### config.mk
export PLATFORM = sky130hd
export DESIGN_NAME = tristate_bus_ctrl
export DESIGN_NICKNAME = d
export VERILOG_FILES = /design/src/rtl/tristate_bus_ctrl.sv
export SDC_FILE = /design/constraint.sdc
export NUM_CORES = 1
export LEC_CHECK = 0
export ABC_AREA = 1
export ABC_CLOCK_PERIOD_IN_PS = 2700
export BUFFER_PORTS_ARGS = -buffer_cell sky130_fd_sc_hd__buf_2
export CAP_MARGIN = 20
export CORE_UTILIZATION = 31
export DETAILED_ROUTE_END_ITERATION = 8
export SETUP_SLACK_MARGIN = 0.1
export SLEW_MARGIN = 10
export SYNTH_ARGS = -nofsm -noshare
export SYNTH_HDL_FRONTEND = slang
export SYNTH_SLANG_ARGS = --single-unit
### constraint.sdc
create_clock -name clock -period 2.7 [get_ports clock]
set_clock_uncertainty 0.1 [all_clocks]
set_input_delay 0.675 -clock clock [delete_from_list [all_inputs] [get_ports clock]]
set_output_delay 0.675 -clock clock [all_outputs]
set_load 0.02 [all_outputs]
### src/rtl/tristate_bus_ctrl.sv
// tristate_bus_ctrl: half-duplex controller for a shared tristate bus with hold and turnaround windows.
// Define BUS_CTRL_COLLISION_EN to build the sticky contention detector (collision tied low otherwise).
module tristate_bus_ctrl #(
   parameter int WIDTH       = 8,
   parameter int HOLD_CYCLES = 2,
   parameter int TURN_CYCLES = 2
) (
   input  logic             clock,
   input  logic             reset_n,
   input  logic             tx_valid,
   input  logic [WIDTH-1:0] tx_data,
   output logic             tx_ready,
   input  logic             rx_req,
   output logic             rx_gnt,
   output logic             rx_valid,
   output logic [WIDTH-1:0] rx_data,
   output logic [WIDTH-1:0] bus_out,
   output logic             bus_oe,
   input  logic [WIDTH-1:0] bus_in,
   output logic             busy,
   output logic             collision
);

   localparam int CNT_MAX = (HOLD_CYCLES > TURN_CYCLES) ? HOLD_CYCLES : TURN_CYCLES;
   localparam int CNT_W   = $clog2(CNT_MAX + 1);
   localparam logic [CNT_W-1:0] HOLD_LAST = CNT_W'(HOLD_CYCLES - 1);
   localparam logic [CNT_W-1:0] TURN_LAST = CNT_W'(TURN_CYCLES - 1);

   typedef enum logic [1:0] {
      IDLE   = 2'd0,
      DRIVE  = 2'd1,
      TURN   = 2'd2,
      SAMPLE = 2'd3
   } state_t;

   state_t           state_r, state_s;
   logic [CNT_W-1:0] cnt_r, cnt_s;
   logic [WIDTH-1:0] data_r;
   logic [WIDTH-1:0] rx_data_r;
   logic             rx_valid_r;
   logic             bus_oe_r;
   logic             busy_r;
   logic             load_s;
   logic             tx_ready_s;
   logic             rx_gnt_s;

   // Next-state, counter and handshake decode
   always_comb begin
      state_s    = state_r;
      cnt_s      = cnt_r;
      tx_ready_s = 1'b0;
      rx_gnt_s   = 1'b0;
      load_s     = 1'b0;
      case (state_r)
         IDLE: begin
            tx_ready_s = 1'b1;
            rx_gnt_s   = ~tx_valid;
            if (tx_valid) begin
               load_s  = 1'b1;
               state_s = DRIVE;
               cnt_s   = '0;
            end else if (rx_req) begin
               state_s = SAMPLE;
            end else begin
               state_s = IDLE;
            end
         end
         DRIVE: begin
            // Back-to-back words are only accepted in the last hold cycle so bus_oe never gaps.
            if (cnt_r == HOLD_LAST) begin
               tx_ready_s = 1'b1;
               cnt_s      = '0;
               if (tx_valid) begin
                  load_s  = 1'b1;
                  state_s = DRIVE;
               end else begin
                  state_s = TURN;
               end
            end else begin
               cnt_s = cnt_r + CNT_W'(1);
            end
         end
         TURN: begin
            if (cnt_r == TURN_LAST) begin
               state_s = IDLE;
               cnt_s   = '0;
            end else begin
               cnt_s = cnt_r + CNT_W'(1);
            end
         end
         SAMPLE: begin
            state_s = IDLE;
         end
         default: begin
            state_s = IDLE;
            cnt_s   = '0;
         end
      endcase
   end

   // State, datapath and registered status outputs
   always_ff @(posedge clock) begin
      if (!reset_n) begin
         state_r    <= IDLE;
         cnt_r      <= '0;
         data_r     <= '0;
         rx_data_r  <= '0;
         rx_valid_r <= 1'b0;
         bus_oe_r   <= 1'b0;
         busy_r     <= 1'b0;
      end else begin
         state_r    <= state_s;
         cnt_r      <= cnt_s;
         rx_valid_r <= (state_r == SAMPLE);
         bus_oe_r   <= (state_s == DRIVE);
         busy_r     <= (state_s != IDLE);
         if (load_s) begin
            data_r <= tx_data;
         end else begin
            data_r <= data_r;
         end
         if (state_r == SAMPLE) begin
            rx_data_r <= bus_in;
         end else begin
            rx_data_r <= rx_data_r;
         end
      end
   end

`ifdef BUS_CTRL_COLLISION_EN
   logic collision_r;

   // Sticky contention flag; the first cycle of each word is a settle cycle and is not compared
   always_ff @(posedge clock) begin
      if (!reset_n) begin
         collision_r <= 1'b0;
      end else if ((state_r == DRIVE) && (cnt_r != '0) && (bus_in != data_r)) begin
         collision_r <= 1'b1;
      end else begin
         collision_r <= collision_r;
      end
   end

   assign collision = collision_r;
`else
   assign collision = 1'b0;
`endif

   assign tx_ready = tx_ready_s & reset_n;
   assign rx_gnt   = rx_gnt_s & reset_n;
   assign rx_valid = rx_valid_r;
   assign rx_data  = rx_data_r;
   assign bus_out  = data_r;
   assign bus_oe   = bus_oe_r;
   assign busy     = busy_r;

endmodule

== After elaboration in Yosys (flattened, before gate mapping) ==
Cells that the tools add are included.

* Input port bits: 20
* Output and inout port bits: 22
* Bits in registers: 23
* Logic and storage cells: 37

* Eq/ne operators: 6
* Muxes and demuxes: 15
* Reductions and logical operators: 5
* Bitwise operators: 3
* Add/sub/neg operators: 1

{| class="wikitable"
|+ Operators by type and width
! cell !! number
|-
| 2-bit two-way mux || 7
|-
| 2-bit one-hot mux with 4 select lines || 1
|-
| 2-bit by 1-bit == test with 1-bit output, second input constant || 3
|-
| 2-bit == test, second input constant || 2
|-
| 1-bit two-way mux || 4
|-
| 1-bit one-hot mux with 2 select lines || 2
|-
| 2-bit one-hot mux with 2 select lines || 1
|-
| 2-bit nonzero test || 2
|-
| 2-bit by 1-bit adder with 2-bit output, second input constant || 1
|-
| 1-bit AND || 2
|-
| 2-bit zero test || 1
|-
| 2-bit != test, second input constant || 1
|-
| 2-bit AND reduction || 1
|-
| 2-bit OR reduction || 1
|-
| 1-bit NOT || 1
|}

== Logic depth before layout (Yosys ltp) ==
* Depth in word-level cells: 4
* Mapped depth: 10

== Worst setup path after synthesis ==
OpenSTA, ideal clock, no wires.

* Kind: input to output
* From: input port reset_n
* To: output port rx_gnt
* Setup slack: 594 ps
* Arrival time: 1331 ps
* Buffers on the path: 0
* Stages on the path: 2
* Path through: clkinv_1 nor3_1

* Longest elaborated chain between the ends: 1

{| class="wikitable"
|+ RTL lines
! what !! line !! text
|-
| from (decl) || 9 || <nowiki>input logic reset_n,</nowiki>
|-
| 1-bit AND || 150 || <nowiki>assign rx_gnt = rx_gnt_s & reset_n;</nowiki>
|-
| to (decl) || 14 || <nowiki>output logic rx_gnt,</nowiki>
|}

No other way between the ends.

== Worst setup path after layout ==
* From: input port reset_n
* To: output port tx_ready

* Longest elaborated chain between the ends: 1

{| class="wikitable"
|+ RTL lines
! what !! line !! text
|-
| 1-bit AND || 149 || <nowiki>assign tx_ready = tx_ready_s & reset_n;</nowiki>
|-
| to (decl) || 12 || <nowiki>output logic tx_ready,</nowiki>
|}

No other way between the ends.

==> metrics.csv <==
stage;metric;value;unit
run_status;status;complete, but fails checks;
run_status;violations;DRC;
critical_path;rr_startpoint;state_r[0]$_SDFF_PN0_;
power_and_ir_drop;power;0.719;mW
synth;synth_area_per_cell;7.73;um^2
cells_and_area;layout.nets;193;
global_routing;grt_first_pass_wirelength;3720;um
floorplanning;die_h;58.0;um
critical_path;startpoint_type;primary input;
global_routing;grt_pass1_vias;905;
floorplanning;rows;19;
clocking;hold_buffers;0;
clocking;path_clk_slew;0.13;ns
synth;netlist.area_leader.share;47.3;%
critical_path;worstSetupEndpointType;output port;
placement;io_buffers;40;
floorplanning;io_pins;42;
cells_and_area;area_growth;25.8;%
clocking;post_cts_buffers;0;
critical_path;worstPathCellList;buf_2 > clkinv_1 > a21oi_1 > buf_2;
drt;dr.pass1.iters;6;
critical_path;cp.required;1.92;ns
critical_path;r2r_setup_slack;1.21;ns
timing;slew_viol_final;0;
critical_path;r2r_cells;7;
drt;drt-initial-drc-count;14;
drt;viasPerCell;4.65;
synth;yosysSeqAreaShare;47.3;%
worst_hold_path;hold_depth;2;
clocking;clock_latency;0.30;ns
global_routing;overflow;0;
clocking;clockRootBuffer;clkbuf_4;
drt;ant_nets;0;
job;cap_violations;0;
cells_and_area;final_common_cell;buf_2;
power_and_ir_drop;power.density;587;nW/um^2
power_and_ir_drop;ir_drop;0.000267;V
cells_and_area;n_antenna_cell;0;
timing;finalHoldViolCount;0;
power_and_ir_drop;leakage;0.650;nW
synth;yosysTopAreaCell;dfxtp_1;
floorplanning;dieArea;3370;um^2
timing;fin_setup_tns;0;ns
critical_path;max_stage_delay;0.29;ns
floorplanning;core_area;2850;um^2
critical_path;crit_top_cell;buf_2;
power_and_ir_drop;power_frac_seq;53.0;%
global_routing;antenna_found_initial;0;
power_and_ir_drop;share_comb_of_total_power;25.0;%
synth;synthesis.nets;151;
worst_hold_path;min_path_type;reg -> reg;
global_routing;grt_max_degree;14;
critical_path;worstPathMaxFanout;13;
synth;yosys_warnings;0;
critical_path;cp_top_family;buffers and inverters;
clocking;cts_tree;built;
timing;min_period_over_period;86.3;%
floorplanning;die_x;58.0;um
synth;synthesis.area;973;um^2
drt;vias;921;
synth;yosys.cell_types.count;20;
drt;drc;4;
critical_path;worstPathArrival;1.56;ns
power_and_ir_drop;power.switching;0.234;mW
critical_path;slowest_stage;clkinv_1;
clocking;clockBufferDepth;2;
placement;gp_congestion;0.714;
critical_path;reg2reg_to;cnt_r[1]$_SDFFE_PN0P_;
critical_path;critPathKind;in -> out;
timing;fmax;0.429;GHz
drt;wl_per_cell;10.9;um
cells_and_area;drive_gt1_share;29.9;%
cells_and_area;layout_common_cells;buf_2, dfxtp_1, nand2_1, nor2_1, inv_1;
timing;period_minus_slack;2.33;ns
synth;ys_seq_elements;23;
placement;place_area;1200;um^2
clocking;htreeDepth;1;
timing;rsz0062_at_grt;false;
synth;postSynthCellCount;126;
clocking;post_cts_resized;0;
synth;synth.area.top_cells;dfxtp_1, nand2_1, nor2_1, ha_1, a21oi_1;
power_and_ir_drop;p_int;0.485;mW
power_and_ir_drop;netSwitchingFraction;32.6;%
timing;setup_violations;0;
drt;wl;2150;um
worst_hold_path;min_from;bus_out[0]$_SDFFE_PN0P_;
clocking;cts_sinks;23;
placement;dp_hpwl;1670;um
power_and_ir_drop;power_frac_clock;22.0;%
cells_and_area;stdcell_area;1220;um^2
critical_path;crit_buf_inv;3;
global_routing;gr-usage-all-layers;14.1;%
floorplanning;start_util;34.1;%
worst_hold_path;holdPathEnd;bus_out[0]$_SDFFE_PN0P_;
clocking;numCtsBuffers;3;
[registers in the layout, summed over array words and instances (netlist names)]
register  count
rx_data       8
cnt_r         2
busy          1
bus_oe        1
bus_out       8
state_r       2
rx_valid      1
[power groups by stage]
stage | Clock [mW] | Combinational (mW) | Sequential [mW]
floorplan | 0 | 0.0983 | 0.413
global placement | 0 | 0.176 | 0.387
detailed placement | 0 | 0.180 | 0.388
CTS | 0.167 | 0.181 | 0.381
global route | 0.181 | 0.201 | 0.385
finish | 0.158 | 0.180 | 0.381
[worst min-delay path: cells and delay by family (launching register included)]
kind	cells	cell delay [ns]
DFF	1	0.33
and+or+nand+nor	1	0.07
AOI/OAI and AO/OA	1	0.06
[synthesized netlist by cell type (all sizes together)]
library cell / instances
a21oi: 10
buf: 1
clkbuf: 2
clkinv: 1
conb: 1
dfxtp: 23
ha: 5
inv: 14
nand2: 24
nand3: 11
nand3b: 1
nor2: 21
nor3: 1
o21ai: 11
[final cells by class]
cell class                      instances  area, um^2
Fill cell                             309        1630
Sequential cell                        23         460
Multi-Input combinational cell         85         442
Timing Repair Buffer                   40         200
Inverter                               15        56.3
Tap cell                               31        38.8
Clock buffer                            3        22.5
Clock inverter                          1        5.00
[per-layer routing]
layer	track usage, %	share of wire, %	vias up
li1	-	-	476
met1	16.0	45	409
met2	25.5	47	36
met3	3.35	7.7	0
met4	5.10	0	0
met5	0	0	-
[logic make-up (layout without fill, tap and decap cells)]
kind of cell | count (synthesis) | count (layout) | synth area share [%]
compound gates | 21 | 21 | 11.2
simple gates | 58 | 58 | 27.4
fa+ha+maj | 5 | 5 | 6.43
flops | 23 | 23 | 47.3
other cells | 1 | 1 | 0.385
buf+inv | 18 | 59 | 7.33
[worst max-delay path by stage]
stage,from,endpoint,cells after the start
6_report,reset_n,tx_ready,4
3_3_place_gp,reset_n,rx_gnt,4
3_5_place_dp,reset_n,tx_ready,4
2_1_floorplan,reset_n,rx_gnt,2
4_1_cts,reset_n,tx_ready,4
5_1_grt,reset_n,rx_gnt,4
[through the flow]
| step | worst slack, ns | utilization (%) | instances | hold WS [ns] |
|---|---|---|---|---|
| 2_1_floorplan | 0.594 | - | 126 | 0.364 |
| 3_3_place_gp | 0.394 | 42.0 | 194 | 0.372 |
| 3_5_place_dp | 0.357 | 42.0 | 194 | 0.377 |
| 4_1_cts | 0.358 | 42.9 | 198 | 0.395 |
| 5_1_grt | 0.290 | 42.9 | 198 | 0.433 |
| 6_report | 0.369 | 42.9 | 198 | 0.391 |
(Power assumes the default switching activity.)
